**src/rtl/reg_display_scanner.sv**
```systemverilog
// reg_display_scanner
// Reads one core register via the debug read port and scans its 32-bit value
// as 8 hex digits on a multiplexed, active-low 7-segment display. Register
// selection is manual (sel_reg) or auto-stepping x0..x31. All 8 digits of a
// frame come from a single captured sample.
//
// Scan timing, one frame = 8 digit slots of SCAN_DIV cycles:
//   idx 6->7 tick : register index is chosen and driven on reg_out_id
//   idx 7->0 tick : reg_out_data is captured into r_snap, cur_reg follows
// So reg_out_id is stable for one whole slot before the data is sampled.
module reg_display_scanner #(
  parameter int SCAN_DIV     = 1000,
  parameter int DWELL_FRAMES = 256
) (
  input  logic        clock,
  input  logic        reset,
  input  logic        auto_mode,
  input  logic [4:0]  sel_reg,
  output logic [4:0]  reg_out_id,
  input  logic [31:0] reg_out_data,
  output logic [4:0]  cur_reg,
  output logic [7:0]  an_n,
  output logic [6:0]  seg_n
);

  localparam int PCW = (SCAN_DIV > 2) ? $clog2(SCAN_DIV) : 1;
  localparam int FCW = (DWELL_FRAMES > 2) ? $clog2(DWELL_FRAMES) : 1;
  localparam logic [PCW-1:0] PC_LAST = PCW'(SCAN_DIV - 1);
  localparam logic [FCW-1:0] FC_LAST = FCW'(DWELL_FRAMES - 1);

  logic [PCW-1:0] r_pc;
  logic [2:0]     r_idx;
  logic [FCW-1:0] r_fc;
  logic [4:0]     r_auto_id;
  logic [31:0]    r_snap;
  logic [4:0]     r_reg_out_id;
  logic [4:0]     r_cur_reg;
  logic [7:0]     r_an_n;
  logic [6:0]     r_seg_n;

  logic           w_tick;
  logic [2:0]     w_idx_next;
  logic           w_sel_tick;
  logic           w_cap_tick;
  logic [3:0]     w_nibble;
  logic [6:0]     w_seg_code;

  // Active-low hex decode, segment order {g,f,e,d,c,b,a}
  function automatic logic [6:0] hex_to_seg(input logic [3:0] nib);
    logic [6:0] seg;
    case (nib)
      4'h0: seg = 7'b1000000;
      4'h1: seg = 7'b1111001;
      4'h2: seg = 7'b0100100;
      4'h3: seg = 7'b0110000;
      4'h4: seg = 7'b0011001;
      4'h5: seg = 7'b0010010;
      4'h6: seg = 7'b0000010;
      4'h7: seg = 7'b1111000;
      4'h8: seg = 7'b0000000;
      4'h9: seg = 7'b0010000;
      4'hA: seg = 7'b0001000;
      4'hB: seg = 7'b0000011;
      4'hC: seg = 7'b1000110;
      4'hD: seg = 7'b0100001;
      4'hE: seg = 7'b0000110;
      default: seg = 7'b0001110;
    endcase
    return seg;
  endfunction

  // Tick decode and the nibble shown in the slot being entered; digit 0 of a
  // new frame comes straight from the value being captured on this tick
  always_comb begin
    w_tick     = (r_pc == PC_LAST);
    w_idx_next = r_idx + 3'd1;
    w_sel_tick = w_tick && (r_idx == 3'd6);
    w_cap_tick = w_tick && (r_idx == 3'd7);
    if (w_idx_next == 3'd0) begin
      w_nibble = reg_out_data[3:0];
    end else begin
      w_nibble = r_snap[{w_idx_next, 2'b00} +: 4];
    end
    w_seg_code = hex_to_seg(w_nibble);
  end

  // Prescaler: one tick every SCAN_DIV cycles
  always_ff @(posedge clock or negedge reset) begin
    if (!reset) begin
      r_pc <= '0;
    end else if (w_tick) begin
      r_pc <= '0;
    end else begin
      r_pc <= r_pc + 1'b1;
    end
  end

  // Digit slot index, wraps 7->0 to start a new frame
  always_ff @(posedge clock or negedge reset) begin
    if (!reset) begin
      r_idx <= 3'd0;
    end else if (w_tick) begin
      r_idx <= w_idx_next;
    end
  end

  // Register index chosen once per frame, a slot ahead of the capture
  always_ff @(posedge clock or negedge reset) begin
    if (!reset) begin
      r_reg_out_id <= 5'd0;
    end else if (w_sel_tick) begin
      r_reg_out_id <= auto_mode ? r_auto_id : sel_reg;
    end
  end

  // Frame-coherent capture of the read data and its register index
  always_ff @(posedge clock or negedge reset) begin
    if (!reset) begin
      r_snap    <= 32'd0;
      r_cur_reg <= 5'd0;
    end else if (w_cap_tick) begin
      r_snap    <= reg_out_data;
      r_cur_reg <= r_reg_out_id;
    end
  end

  // Auto stepping: dwell DWELL_FRAMES captures per register; frozen in manual
  always_ff @(posedge clock or negedge reset) begin
    if (!reset) begin
      r_fc      <= '0;
      r_auto_id <= 5'd0;
    end else if (w_cap_tick && auto_mode) begin
      if (r_fc == FC_LAST) begin
        r_fc      <= '0;
        r_auto_id <= r_auto_id + 5'd1;
      end else begin
        r_fc <= r_fc + 1'b1;
      end
    end
  end

  // Registered display drive, refreshed on every tick for the new slot
  always_ff @(posedge clock or negedge reset) begin
    if (!reset) begin
      r_an_n  <= 8'hFF;
      r_seg_n <= 7'h7F;
    end else if (w_tick) begin
      r_an_n  <= ~(8'd1 << w_idx_next);
      r_seg_n <= w_seg_code;
    end
  end

  assign reg_out_id = r_reg_out_id;
  assign cur_reg    = r_cur_reg;
  assign an_n       = r_an_n;
  assign seg_n      = r_seg_n;

endmodule

```
**config.mk**
```make
export PLATFORM = sky130hd
export DESIGN_NAME = reg_display_scanner
export DESIGN_NICKNAME = d
export VERILOG_FILES = /design/src/rtl/reg_display_scanner.sv
export SDC_FILE = /design/constraint.sdc
export NUM_CORES = 1
export LEC_CHECK = 0
export CAP_MARGIN = 20
export CELL_PAD_IN_SITES_DETAIL_PLACEMENT = 1
export CELL_PAD_IN_SITES_GLOBAL_PLACEMENT = 1
export CORE_ASPECT_RATIO = 0.7
export CORE_MARGIN = 1
export CORE_UTILIZATION = 44
export DETAILED_ROUTE_END_ITERATION = 16
export HOLD_SLACK_MARGIN = 0.15
export PLACE_DENSITY = 0.94
export SETUP_SLACK_MARGIN = 0.02
export SLEW_MARGIN = 5
export SYNTH_ARGS = -nofsm -noshare
export SYNTH_HDL_FRONTEND = slang
export SYNTH_SLANG_ARGS = --single-unit
```
**constraint.sdc**
```tcl
create_clock -name clock -period 6.9 [get_ports clock]
set_clock_uncertainty 0.1 [all_clocks]
set_input_delay 1.035 -clock clock [delete_from_list [all_inputs] [get_ports clock]]
set_output_delay 1.035 -clock clock [all_outputs]
set_load 0.005 [all_outputs]
```
==> results by group, run 1 <==
Status
  • Status: finished, final reports clean

Clock tree
  • Number of buffers added for setup after CTS: 0
  • Clock Path Buffers: 2
  • Clk Latency, worst-skew pair: roughly 0.34 ns
  • CTS tree: done
  • Root buffer cell: clkbuf_16
  • Clk sinks: 83
  • CTS HTree Levels: 3
  • TritonCTS Buffers: 9
  • Hold Buf Count CTS: 0
  • Reg clk slew, reported paths: roughly 0.06 ns
  • Post_cts resized: 0

Power and ir drop
  • Internal Pwr Total: 0.000811 W
  • Peak supply drop: 140 uV
  • Switching Share: 0.216
  • Power Total: just over 0.001 W
  • Combinational Power Share: 0.064
  • Clock power frac: 0.448
  • Pleak: roughly 2.1 nW
  • Power Density: 208 nW/um^2
  • Switch Pwr: around 0.00022 W
  • Sequential share of power: 0.488

Critical path
  • Worst-path fanout max: 13
  • Data required time of the critical path: a little over 7 ns
  • CP Capture Type: register
  • Worst reg2reg startpoint: r_idx[0]
  • WP data arrival: 4.05 ns
  • CP Launch Type: register
  • Crit Path Category: reg -> reg
  • Critical Path Start: r_idx[0]

Global routing
  • Aggregate global-route resource usage: 0.213
  • Largest net degree at the start of global routing: between 80 and 90
  • Vias in the first global route: a little under 3k
  • GR Overflow Total: 0
  • Antenna violations before repair: 0
  • First-pass GRT wire length: 14700 um

STA
  • Tcrit/Tclk final: 0.563
  • Max-slew headroom: 0.428
  • RSZ-0062 raised after global routing: false
  • Hold_ws: 0.371 ns
  • Fin Setup TNS: 0 ns
  • Slew Viols, Final: 0
  • Final hold violation count: 0
  • Fmax: 257 MHz
  • Post-route minimum period: slightly below 4 ns
  • Worst slew pin tran: around 0.85 ns
  • Final Setup Violations: 0

Floorplan
  • Die width: between 100 and 150 um
  • Top-level I/O count: between 60 and 70
  • Die area: about 9300 um^2
  • Die H: between 80 and 90 um
  • Starting density of the core: 0.459
  • Placeable Area: about 8600 um^2
  • Row count: 28

Layout
  • Largest register by flop count: r_snap
  • Share of layout cells above drive strength 1: 0.225
  • ANT cells: 0
  • Nets: ~430
  • Largest registers: r_snap: 32 flops, r_pc: 10 flops
  • Layout overhead on the synthesized area: 26.3%
  • Final Non-Filler Cells: about 500
  • Design area: roughly 5000 um^2
  • Largest register FFs: 32

Detailed routing
  • Vias per cell: around 5.3
  • 1st-pass router iterations: 4
  • Wirelength per Cell: 17.8 um
  • Via count: ~2.7k
  • WL final: ~9000 um
  • DR DRC count: 0
  • Iter 0 DRT Violations: 110
  • Final ANT Viol Nets: 0

Place
  • Count of input and output buffers: 64
  • DP HPWL: 6440 um
  • Global placement routability congestion: a little under 0.8
  • DP Cell Count: approximately 490
  • Placed Area: roughly 4700 um^2

Yosys
  • Commonest cells in the synthesized netlist: 68 x dfrtp_1, 41 x mux2_2, 32 x nor2_1
  • Adder-Cell Fraction of Synth Area: 0.0476
  • Area fraction in compound gates after synthesis: 0.0651
  • Largest family of logic cells by synthesized area: multiplexers
  • Post-synth top area share: 0.432
  • Post-synthesis mux area share: 0.188
  • Sequential-to-total area share from yosys stat: 0.532
  • Most frequent cell after synthesis: dfrtp_1
  • Area contributors post-synth: dfrtp_1 43%, mux2_2 12%, dfstp_2 10%
  • Seq cells post-synth: 83
  • Top FF cell, synth: dfrtp_1
  • Synth Area in Simple Gates: 0.100
  • Syn avg cell area: 12.4 um^2
  • XOR/XNOR Fraction of Synth Area: 0.0400
  • Synthesized net count: ~370
  • Leading area contributor after synthesis: dfrtp_1
  • EDFF count, synth: 0
  • Synth warnings: 0
  • Post-synth design cell area: 3940 um^2
  • Post-Syn Instances: approximately 320
  • Netlist cell types: between 40 and 50
  • Async set or reset register ratio after synthesis: 1.00

Flow run
  • Max Cap Viol: 0

Hold path
  • Path category of the worst min-delay check: reg -> reg
  • Worst hold path startpoint: r_auto_id[4]
worst paths after layout:
kind,end,slack (ns),cells past startpoint
setup / recovery,seg_n[3],3.02,8
hold / removal,r_auto_id[4],0.37,1
setup reg to reg,seg_n[3],3.02,8
hold reg to reg,r_auto_id[4],0.37,1
max in group asynchronous,seg_n[3],5.59,2
min in group asynchronous,r_fc[6],0.49,1
critical path, cell delays in order (launching register included):
cell and delay [ns]:
dfrtp_1 0.73, inv_1 0.19, ha_1 0.65, mux4_2 0.39, o2bb2ai_1 0.54, inv_1 0.17
ha_1 0.28, mux4_2 0.47, mux2_2 0.27
metal layers:
| layer | routed length, um | global-route usage |
|---|---|---|
| met1 | 4100 | 0.267 |
| met2 | 4370 | 0.356 |
| met3 | 379 | 0.0709 |
| met4 | 91 | 0.0558 |
| met5 | 0 | 0 |
area by class of cell:
type	count	area (um^2)
Clock buffer	9	225
Clock inverter	5	56.3
Fill cell	872	3600
Inverter	10	37.5
Multi-Input combinational cell	209	1740
Sequential cell	83	2100
Tap cell	120	150
Timing Repair Buffer	66	673
metrics by stage:
stage                     utilization  setup slack [ns]
after CTS                       0.577              3.01
after global routing            0.580              2.77
after global placement          0.544              3.29
final                           0.580              3.02
after floorplan                     -              3.88
after detailed placement        0.544              3.04
placed cells by master (no fill, tap or decap), drive strengths merged, types with 2 or more instances in the layout:
cell type      synthesis  layout
xnor2                 11      11
ha                    15      15
mux2i                 12      12
o31ai                  3       3
clkinv                 0       3
nand4                  5       5
dfrtp                 68      68
clkbuf                 8       9
nand2                 10      10
inv                   10      10
a22o                   2       2
o21a                   2       2
nor2                  33      33
mux2                  41      41
buf                    7       3
dfstp                 15      15
o21ai                  5       5
and2                   2       2
mux4                   7       7
and3                   4       4
xor2                   7       7
nor3                   4       4
a21oi                 10      10
clkdlybuf4s50          0      63
a31oi                  9       9
nand3                 10      10
a22oi                  2       2
nand2b                 4       4
power by group through the flow:
| stage | sequential, W | combinational (W) | clock [W] |
|---|---|---|---|
| 2_1_floorplan | 0.000509 | 0.0000262 | 0 |
| 3_3_place_gp | 0.000512 | 0.0000617 | 0 |
| 3_5_place_dp | 0.000513 | 0.0000644 | 0 |
| 4_1_cts | 0.000504 | 0.0000652 | 0.000475 |
| 5_1_grt | 0.000505 | 0.0000726 | 0.000496 |
| 6_report | 0.000504 | 0.0000660 | 0.000464 |
cell families after synthesis:
group,count (synthesis)
xor gates and xnor gates,18
AOI/OAI and AO/OA,39
adders and majority gates,15
DFF,83
buffers and inverters,25
and+or+nand+nor,77
muxes,60
(Power assumes the default switching activity.)
==> inputs of run 2 (changes only) <==
Settings changed: CORE_UTILIZATION 44 to 43, PLACE_DENSITY 0.94 to 0.92.
Clock period 6.9 ns to 3.8 ns, I/O delays scaled along.
==> results by group, run 2 (synthesis gave the netlist of run 1 again) <==
Status
  • Status: finished, final reports clean

Detailed routing
  • Wirelength per Cell: 19.2 um (+7.9%)
  • DR DRC count: 0 (unchanged)
  • 1st-pass router iterations: 4 (unchanged)
  • Via count: 2718 (+1.4%)
  • Vias per cell: 5.37 (+0.58%)
  • WL final: 9720 um (+8.7%)
  • Iter 0 DRT Violations: 156 (+42%)
  • Final ANT Viol Nets: 0 (unchanged)

Power and ir drop
  • Internal Pwr Total: 0.00157 W (+94%)
  • Switch Pwr: 0.000424 W (+90%)
  • Peak supply drop: 231 uV (+66%)
  • Power Density: 395 nW/um^2 (+90%)
  • Power Total: 0.00199 W (+93%)
  • Switching Share: 0.213 (-0.00325)
  • Clock power frac: 0.479 (+0.031)
  • Sequential share of power: 0.459 (-0.029)
  • Combinational Power Share: 0.062 (-0.002)
  • Pleak: 2.16 nW (+1.4%)

Layout
  • Largest register FFs: 32 (unchanged)
  • Share of layout cells above drive strength 1: 0.228 (+0.00285)
  • Largest registers: r_snap: 32 flops, r_pc: 10 flops
  • ANT cells: 0 (unchanged)
  • Largest register by flop count: r_snap
  • Most frequent cells in the layout: 68 x dfrtp_1, 63 x clkdlybuf4s50_1, 41 x mux2_2
  • Layout overhead on the synthesized area: 27.9%
  • Nets: 436 (+0.46%)
  • Design area: 5040 um^2 (+1.3%)
  • Final Non-Filler Cells: 506 (+0.80%)
  • Most common cell after layout, fill and taps aside: dfrtp_1

Floorplan
  • Top-level I/O count: 65 (unchanged)
  • Row count: 28 (unchanged)
  • Starting density of the core: 0.456 (-0.00372)
  • Placeable Area: 8650 um^2 (+0.82%)
  • Die width: 116 um (+1.1%)
  • Die H: 82.1 um (+1.1%)
  • Die area: 9560 um^2 (+2.3%)

Global routing
  • First-pass GRT wire length: 15800 um (+7.1%)
  • Vias in the first global route: 3021 (+4.6%)
  • GR Overflow Total: 0 (unchanged)
  • Antenna violations before repair: 0 (unchanged)
  • Aggregate global-route resource usage: 0.230 (+0.0173)
  • Largest net degree at the start of global routing: 84 (unchanged)

Place
  • DP Cell Count: 488 (+0.21%)
  • Placed Area: 4680 um^2 (+0.16%)
  • Count of input and output buffers: 64 (unchanged)
  • DP HPWL: 6710 um (+4.2%)
  • Global placement routability congestion: 0.853 (+7.8%)

Clock tree
  • Root buffer cell: clkbuf_16
  • Clock Path Buffers: 2 (unchanged)
  • Clk Latency, worst-skew pair: 0.34 ns (about the same)
  • TritonCTS Buffers: 9 (unchanged)
  • CTS tree: done
  • Clk sinks: 83 (unchanged)
  • Reg clk slew, reported paths: 0.06 ns (about the same)
  • Post_cts resized: 0 (unchanged)
  • CTS HTree Levels: 3 (unchanged)

STA
  • Hold_ws: 0.380 ns (+0.00845 ns)
  • Max-slew headroom: 0.387 (-0.0411)
  • Post-route minimum period: 3.35 ns (-0.530 ns)
  • Slew Viols, Final: 0 (unchanged)
  • Final Setup Violations: 0 (unchanged)
  • Worst slew pin tran: 0.912 ns (+0.0611 ns)
  • Final hold violation count: 0 (unchanged)
  • RSZ-0062 raised after global routing: false
  • Fmax: 298 MHz (+16%)
  • Fin Setup TNS: 0 ns (unchanged)
  • Tcrit/Tclk final: 0.883 (+0.320)

Critical path
  • WP data arrival: 3.53 ns (-0.52 ns)
  • Most numerous cell on the critical path: ha_1
  • Critical Path Max Stage Delay: 0.59 ns (-0.14 ns)
  • CP Launch Type: register
  • Worst-path fanout max: 12 (-1)
  • Slowest CP cell: ha_1
  • CP Capture Type: register
  • Worst path buffer plus inverter count: 2 (unchanged)
  • CP top delay family: adder cells
  • Cell chain of the critical path: ha_1 > ha_1 > inv_1 > o2bb2ai_1 > inv_1 > ha_1 > mux4_2 > mux2_2
  • Crit Path Category: reg -> reg
  • Data required time of the critical path: 3.97 ns (-3.09 ns)

Flow run
  • Max Cap Viol: 0 (unchanged)

Hold path
  • Path category of the worst min-delay check: reg -> reg
==> run 2: changes by cell type in the layout (fill, tap and decap cells not counted) <==
| cell | previous run | this run |
|---|---|---|
| inv_6 | 0 | 1 |
| buf_4 | 2 | 3 |
| clkinv_2 | 2 | 0 |
| clkbuf_1 | 0 | 1 |
| dlygate4sd3_1 | 0 | 1 |
| bufinv_16 | 1 | 2 |
| clkbuf_8 | 0 | 1 |
==> run 2: path summary, 6_finish.rpt <==
| path | from | end | slack, ns | cells after the start |
|---|---|---|---|---|
| max | r_idx[0] | seg_n[3] | 0.45 | 8 |
| min | r_auto_id[4] | r_auto_id[4] | 0.38 | 1 |
| max reg2reg | r_idx[0] | seg_n[3] | 0.45 | 8 |
| min reg2reg | r_auto_id[4] | r_auto_id[4] | 0.38 | 1 |
| max in group asynchronous | reset | r_idx[2] | 2.43 | 3 |
| min in group asynchronous | reset | r_snap[10] | 0.58 | 2 |
==> run 2: power groups by stage <==
stage / logic, W / registers (W) / clock network (W)
floorplan: 0.0000475 / 0.000925 / 0
global placement: 0.000112 / 0.000929 / 0
detailed placement: 0.000118 / 0.000930 / 0
CTS: 0.000121 / 0.000915 / 0.000975
global route: 0.000135 / 0.000917 / 0.00101
finish: 0.000123 / 0.000916 / 0.000955
==> run 2: metal layers <==
| layer | part of all wire | vias to the layer above | track usage |
|---|---|---|---|
| met2 | 0.49 | 75 | 0.388 |
| met3 | 0.059 | 13 | 0.0810 |
| met1 | 0.43 | 1384 | 0.277 |
| met5 | 0 | - | 0 |
| met4 | 0.016 | 0 | 0.0808 |
| li1 | - | 1246 | - |
==> run 2: repair_timing <==
item / CTS / global route
hold buffers: 0 / 1
hold endpoints to repair: 0 / 6
buffers inserted: 0 / 0
==> run 2: worst register-to-register path, stage by stage (launching register included) <==
cell and delay, ns:
dfrtp_1 0.42, ha_1 0.21, ha_1 0.59, inv_1 0.28, o2bb2ai_1 0.54, inv_1 0.15
ha_1 0.27, mux4_2 0.47, mux2_2 0.27
==> run 2: stage by stage <==
step / utilization / setup slack, ns
CTS: 0.579 / 0.460
global placement: 0.541 / 0.680
finish: 0.583 / 0.445
detailed placement: 0.541 / 0.502
global route: 0.583 / 0.254
floorplan: - / 0.785
==> run 2: area by class of cell <==
cell class	instances	area [um^2]
fill	890	3610
multi-input combinational	209	1740
clock buffer	11	243
timing repair buffer	68	691
sequential	83	2100
clock inverter	5	85.1
tap	120	150
inverter	10	37.5
==> inputs of run 3 (changes only) <==
Settings changed: GPL_ROUTABILITY_DRIVEN from default to 1, SETUP_SLACK_MARGIN 0.02 to 0.1.
==> results of run 3 <==
The final DEF is identical to that of run 2; final timing and power are the same.
